### src/rtl/sseg_pkg.sv
// Shared types and constants for the multiplexed seven-segment driver.
package sseg_pkg;

    localparam int unsigned SEGMENTS = 7;

    // Active-high font, bit order {g,f,e,d,c,b,a}; entry 15 first.
    localparam logic [15:0][SEGMENTS-1:0] HEX_FONT = {
        7'h71, 7'h79, 7'h5E, 7'h39, 7'h7C, 7'h77, 7'h6F, 7'h7F,
        7'h07, 7'h7D, 7'h6D, 7'h66, 7'h4F, 7'h5B, 7'h06, 7'h3F
    };

    typedef enum logic [1:0] {
        StEmpty,
        StShowing,
        StPending
    } state_t;

endpackage

### src/rtl/hex2sseg.sv
// Combinational nibble to active-high seven-segment decoder.
module hex2sseg
    import sseg_pkg::*;
(
    input  logic [3:0]          nibble,
    output logic [SEGMENTS-1:0] seg
);

    assign seg = HEX_FONT[nibble];

endmodule

### src/rtl/sseg_mux_driver.sv
// Multiplexed seven-segment driver with frame-aligned double-buffered loads.
// Optional leading-zero blanking is enabled by defining SSEG_BLANK_EN.
module sseg_mux_driver
    import sseg_pkg::*;
#(
    parameter int unsigned DIGITS     = 4,
    parameter bit          SEL_ACTIVE = 1'b0,
    parameter bit          SEG_ACTIVE = 1'b0
) (
    input  logic                  clk,
    input  logic                  rst_n,
    input  logic [DIGITS-1:0]     sel,
    input  logic                  load_valid,
    output logic                  load_ready,
    input  logic [4*DIGITS-1:0]   load_data,
    input  logic [DIGITS-1:0]     load_dp,
    output logic [DIGITS-1:0]     an,
    output logic [SEGMENTS-1:0]   sseg,
    output logic                  dp,
    output logic                  sel_err
);

    localparam int unsigned IdxW = $clog2(DIGITS);
    localparam logic [SEGMENTS-1:0] SegOff = {SEGMENTS{~SEG_ACTIVE}};

    state_t                state;
    logic [4*DIGITS-1:0]   disp_data, stage_data;
    logic [DIGITS-1:0]     disp_dp, stage_dp, sel_q;

    logic [DIGITS-1:0]     act;
    logic                  sel_ok;
    logic [IdxW-1:0]       idx;
    logic                  boundary;
    logic                  xfer;
    logic [3:0]            nibble;
    logic [SEGMENTS-1:0]   seg_hi;
    logic [DIGITS-1:0]     blank_mask;

    assign load_ready = (state != StPending);
    assign xfer       = load_valid && load_ready;

    always_comb begin
        act    = SEL_ACTIVE ? sel : ~sel;
        sel_ok = (act != '0) && ((act & (act - 1'b1)) == '0);
        idx    = '0;
        for (int i = 0; i < int'(DIGITS); i++) begin
            if (act[i]) idx = IdxW'(i);
        end
        // Only a fresh arrival at digit 0 starts a frame; a stalled sel does not.
        boundary = sel_ok && act[0] && (sel != sel_q);
        nibble   = disp_data[4*idx +: 4];
    end

`ifdef SSEG_BLANK_EN
    logic lead;

    always_comb begin
        lead       = 1'b1;
        blank_mask = '0;
        for (int i = int'(DIGITS) - 1; i >= 1; i--) begin
            lead          = lead && (disp_data[4*i +: 4] == 4'h0);
            blank_mask[i] = lead;
        end
    end
`else
    assign blank_mask = '0;
`endif

    hex2sseg u_hex2sseg (
        .nibble (nibble),
        .seg    (seg_hi)
    );

    always_ff @(posedge clk or negedge rst_n) begin
        if (!rst_n) begin
            state      <= StEmpty;
            disp_data  <= '0;
            disp_dp    <= '0;
            stage_data <= '0;
            stage_dp   <= '0;
            sel_q      <= {DIGITS{~SEL_ACTIVE}};
            an         <= {DIGITS{~SEL_ACTIVE}};
            sseg       <= SegOff;
            dp         <= ~SEG_ACTIVE;
            sel_err    <= 1'b0;
        end else begin
            sel_q <= sel;

            unique case (state)
                StEmpty: begin
                    if (xfer) begin
                        disp_data <= load_data;
                        disp_dp   <= load_dp;
                        state     <= StShowing;
                    end
                end
                StShowing: begin
                    if (xfer) begin
                        stage_data <= load_data;
                        stage_dp   <= load_dp;
                        state      <= StPending;
                    end
                end
                StPending: begin
                    if (boundary) begin
                        disp_data <= stage_data;
                        disp_dp   <= stage_dp;
                        state     <= StShowing;
                    end
                end
                default: state <= StEmpty;
            endcase

            // Outputs are built from the display register as it stood before this edge.
            sel_err <= !sel_ok;
            if (!sel_ok) begin
                an   <= {DIGITS{~SEL_ACTIVE}};
                sseg <= SegOff;
                dp   <= ~SEG_ACTIVE;
            end else if (state == StEmpty) begin
                an   <= sel;
                sseg <= SegOff;
                dp   <= ~SEG_ACTIVE;
            end else begin
                an   <= sel;
                sseg <= blank_mask[idx] ? SegOff : (seg_hi ^ SegOff);
                dp   <= disp_dp[idx] ^ ~SEG_ACTIVE;
            end
        end
    end

endmodule
### config.mk
export PLATFORM = sky130hd
export DESIGN_NAME = sseg_mux_driver
export DESIGN_NICKNAME = d
export VERILOG_FILES = /design/src/rtl/sseg_pkg.sv /design/src/rtl/hex2sseg.sv /design/src/rtl/sseg_mux_driver.sv
export SDC_FILE = /design/constraint.sdc
export NUM_CORES = 1
export LEC_CHECK = 0
export CELL_PAD_IN_SITES_DETAIL_PLACEMENT = 2
export CELL_PAD_IN_SITES_GLOBAL_PLACEMENT = 2
export CORE_ASPECT_RATIO = 1.1
export CORE_MARGIN = 4
export CORE_UTILIZATION = 36
export DETAILED_ROUTE_END_ITERATION = 16
export GPL_TIMING_DRIVEN = 0
export PLACE_DENSITY_LB_ADDON = 0.1
export SLEW_MARGIN = 20
export SYNTH_ARGS = -nofsm -noshare
export SYNTH_HDL_FRONTEND = slang
export SYNTH_SLANG_ARGS = --single-unit
### constraint.sdc
create_clock -name clk -period 2.2 [get_ports clk]
set_input_delay 0.22 -clock clk [delete_from_list [all_inputs] [get_ports clk]]
set_output_delay 0.22 -clock clk [all_outputs]
set_load 0.02 [all_outputs]
==> flow_summary.ini, run 1 <==
[status]
outcome = finished, final reports clean

[sta]
hold_ws_ps = 34.86
hold_viol = 0
min_period_ps = 2117
fmax_ghz = 0.4723
tightest_slew_ps = 698.7
fin_crit_sh = 0.9624
slew_headroom = 0.5342
fin_ws_ps = 82.65
drv_slew = 0
setup_violations = 0
finalClockSkew_ps = 16.29
rsz0062_at_grt = true

[floorplan]
fp.dieW_um = 92.20
coreArea_mm2 = 0.007515
dieArea_mm2 = 0.009277
pin_count = 41
start_util = 0.3736
rows = 33
fp.dieH_um = 100.6

[placed_design]
dp.cells = 378
gp_congestion = 0.7494
hpwl_um = 4687
place_ws_ps = -522.5
port_buffers = 40

[critical_path]
required_ps = 2460
path_class = input port to register
reg2reg_slack_ps = 230
cp-end-kind = register
cp-start-kind = input port
cp_max_fo = 10
worst-endpoint-arrival_ps = 2370

[final_layout]
drive_gt1_frac = 0.2703
antennaDiodeCount = 0
final_cell_mix = dfrtp_1 (43), clkdlybuf4s50_1 (37), o21ai_0 (24)
final_cells = 401
final_nets = 324
area_delta_synth_final_pct = 29.81
layout_commonest_cell = dfrtp_1

[cts]
numCtsBuffers = 9
cts_buffer_depth = 2
path_clk_slew_ps = 70
cts_root_buf = clkbuf_8
cts_tree = done
cts_max_level = 3
worstSkewPairLatency_ps = 340
cts_num_sinks = 59

[min_path]
hold_path.class = input port to register

[synth]
ys.flop_type = dfrtp_1
synthArstFlopShare = 1.000
synth_top_family_by_area = multiplexers
synthMuxAreaShare = 0.1845
synth_cell_types = 41
synth_fa_ha_area_frac = 0.02674
seq_area_frac_synth = 0.5330
netlist_area_mm2 = 0.002808
synthXorXnorAreaFrac = 0.01872
syn-num-nets = 265
ys_warn_count = 0
synthCells = 232
synth_seq_cells = 59
yosys.area_share.simple = 0.06061
synth_compound_area_frac = 0.1417
synth_edf_count = 0
synth.avg_cell_area_um2 = 12.10

[detailed_routing]
num_vias = 2013
drt-pass1-iter-count = 4
avgViaCountPerCell = 5.020
drc = 0
routed_wl_um = 6678
post_drt_wl_per_cell_um = 16.65
drtIter0Drc = 34
ant_nets = 0

[global_route]
gr-usage-all-layers = 0.1571
gr-total-overflow = 0
grt_pass1_wl_um = 11390
grt_pass1_vias = 2249
grt_max_degree = 44
antenna_found_initial = 0

[pwr]
power.total_mw = 4.489
powerDensity_mw_per_mm2 = 1232
p_leak_nw = 1.495
ir_drop_mv = 0.5438

[flow_run]
maxCapViolations = 0
[power breakdown]
part / internal, mW / switching [mW]
clock network: 0.585 / 0.419
registers: 1.54 / 0.222
logic: 0.836 / 0.885
[metrics by stage]
step	TNS (ps)	utilization	cell area, um^2
after detailed placement	-7064	0.4477	3364
after floorplan	0	-	2808
after global routing	-9.938	0.4850	3645
after CTS	0	0.4799	3606
final	0	0.4850	3645
after global placement	-56060	0.4444	3339
[path summary, 6_finish.rpt]
check / from / end / depth (start not counted)
min: sel[1] / sel_q[1] / 1
max: sel[3] / sseg[6] / 8
min reg2reg: stage_data[7] / stage_data[7] / 1
min in group asynchronous: rst_n / sel_err / 2
max in group asynchronous: rst_n / sel_q[1] / 3
max reg2reg: disp_data[0] / sseg[6] / 6
[cell families (layout without fill, tap and decap cells)]
| logic type | after synthesis | after routing |
|---|---|---|
| buf+inv | 19 | 83 |
| mux | 48 | 48 |
| fa+ha+maj | 6 | 6 |
| xor+xnor | 6 | 6 |
| simple gates | 30 | 30 |
| flops | 59 | 59 |
| compound gates | 64 | 64 |
[layout make-up]
type                    instances  area (um^2)
fillers                       770         3870
flip-flops and latches         59         1496
multi-input cells             154         1237
repair buffers                 48        481.7
clock buffers                  14        162.7
well taps                     105        131.4
plain buffers                  15        85.08
clock inverters                 2        35.03
inverters                       4        15.01
[synth_stat cells (2+ instances only)]
| cell | instances | area, um^2 |
|---|---|---|
| clkbuf_1 | 7 | 26.28 |
| mux2_4 | 2 | 30.03 |
| o21ai_1 | 20 | 100.1 |
| a211oi_1 | 2 | 15.01 |
| inv_1 | 4 | 15.01 |
| o21ai_0 | 24 | 120.1 |
| dfstp_2 | 16 | 420.4 |
| nor2_1 | 6 | 22.52 |
| and2_1 | 2 | 12.51 |
| nor2b_1 | 4 | 25.02 |
| a21oi_1 | 5 | 25.02 |
| or2_2 | 4 | 25.02 |
| mux2_2 | 21 | 236.5 |
| dfrtp_1 | 43 | 1076 |
| buf_4 | 2 | 15.01 |
| mux2i_1 | 24 | 240.2 |
| buf_6 | 2 | 22.52 |
| buf_2 | 3 | 15.01 |
| nand2_1 | 5 | 18.77 |
| ha_1 | 6 | 75.07 |
| a221o_1 | 5 | 50.05 |
| xnor2_1 | 6 | 52.55 |
[routing by layer]
| metal | wire, um | GRT usage |
|---|---|---|
| met1 | 2850 | 0.1912 |
| met2 | 3476 | 0.2736 |
| met3 | 222 | 0.02763 |
| met4 | 128 | 0.06857 |
| met5 | 0 | 0 |
[registers in the layout, summed over array words and instances, names as in the netlist]
| register | flops |
|---|---|
| state | 2 |
| sseg | 7 |
| stage_data | 16 |
| stage_dp | 4 |
| sel_err | 1 |
| an | 4 |
| sel_q | 4 |
| disp_data | 16 |
| dp | 1 |
| disp_dp | 4 |
[repair_timing]
item | CTS | global route
endpoints found under the hold margin | 16 | 0
buffers inserted | 4 | 2
gates resized for setup | 3 | 9
hold buffers | 1 | 0
pin swaps | 1 | 1
endpoints found under the setup margin | 5 | 25
[critical path, cell delays in order]
cell and delay, ps:
clkdlybuf4s50_1 490, buf_4 230, and2_1 200, a221o_2 450, ha_2 210, nand2_1 70
a21bo_1 200, a221o_1 290
Power figures use the tool's default switching activity.
==> run 2: changes to the inputs <==
Settings changed: HOLD_SLACK_MARGIN set to 0.02.
==> results of run 2 <==
The final DEF is identical to that of run 1; final timing and power are the same.
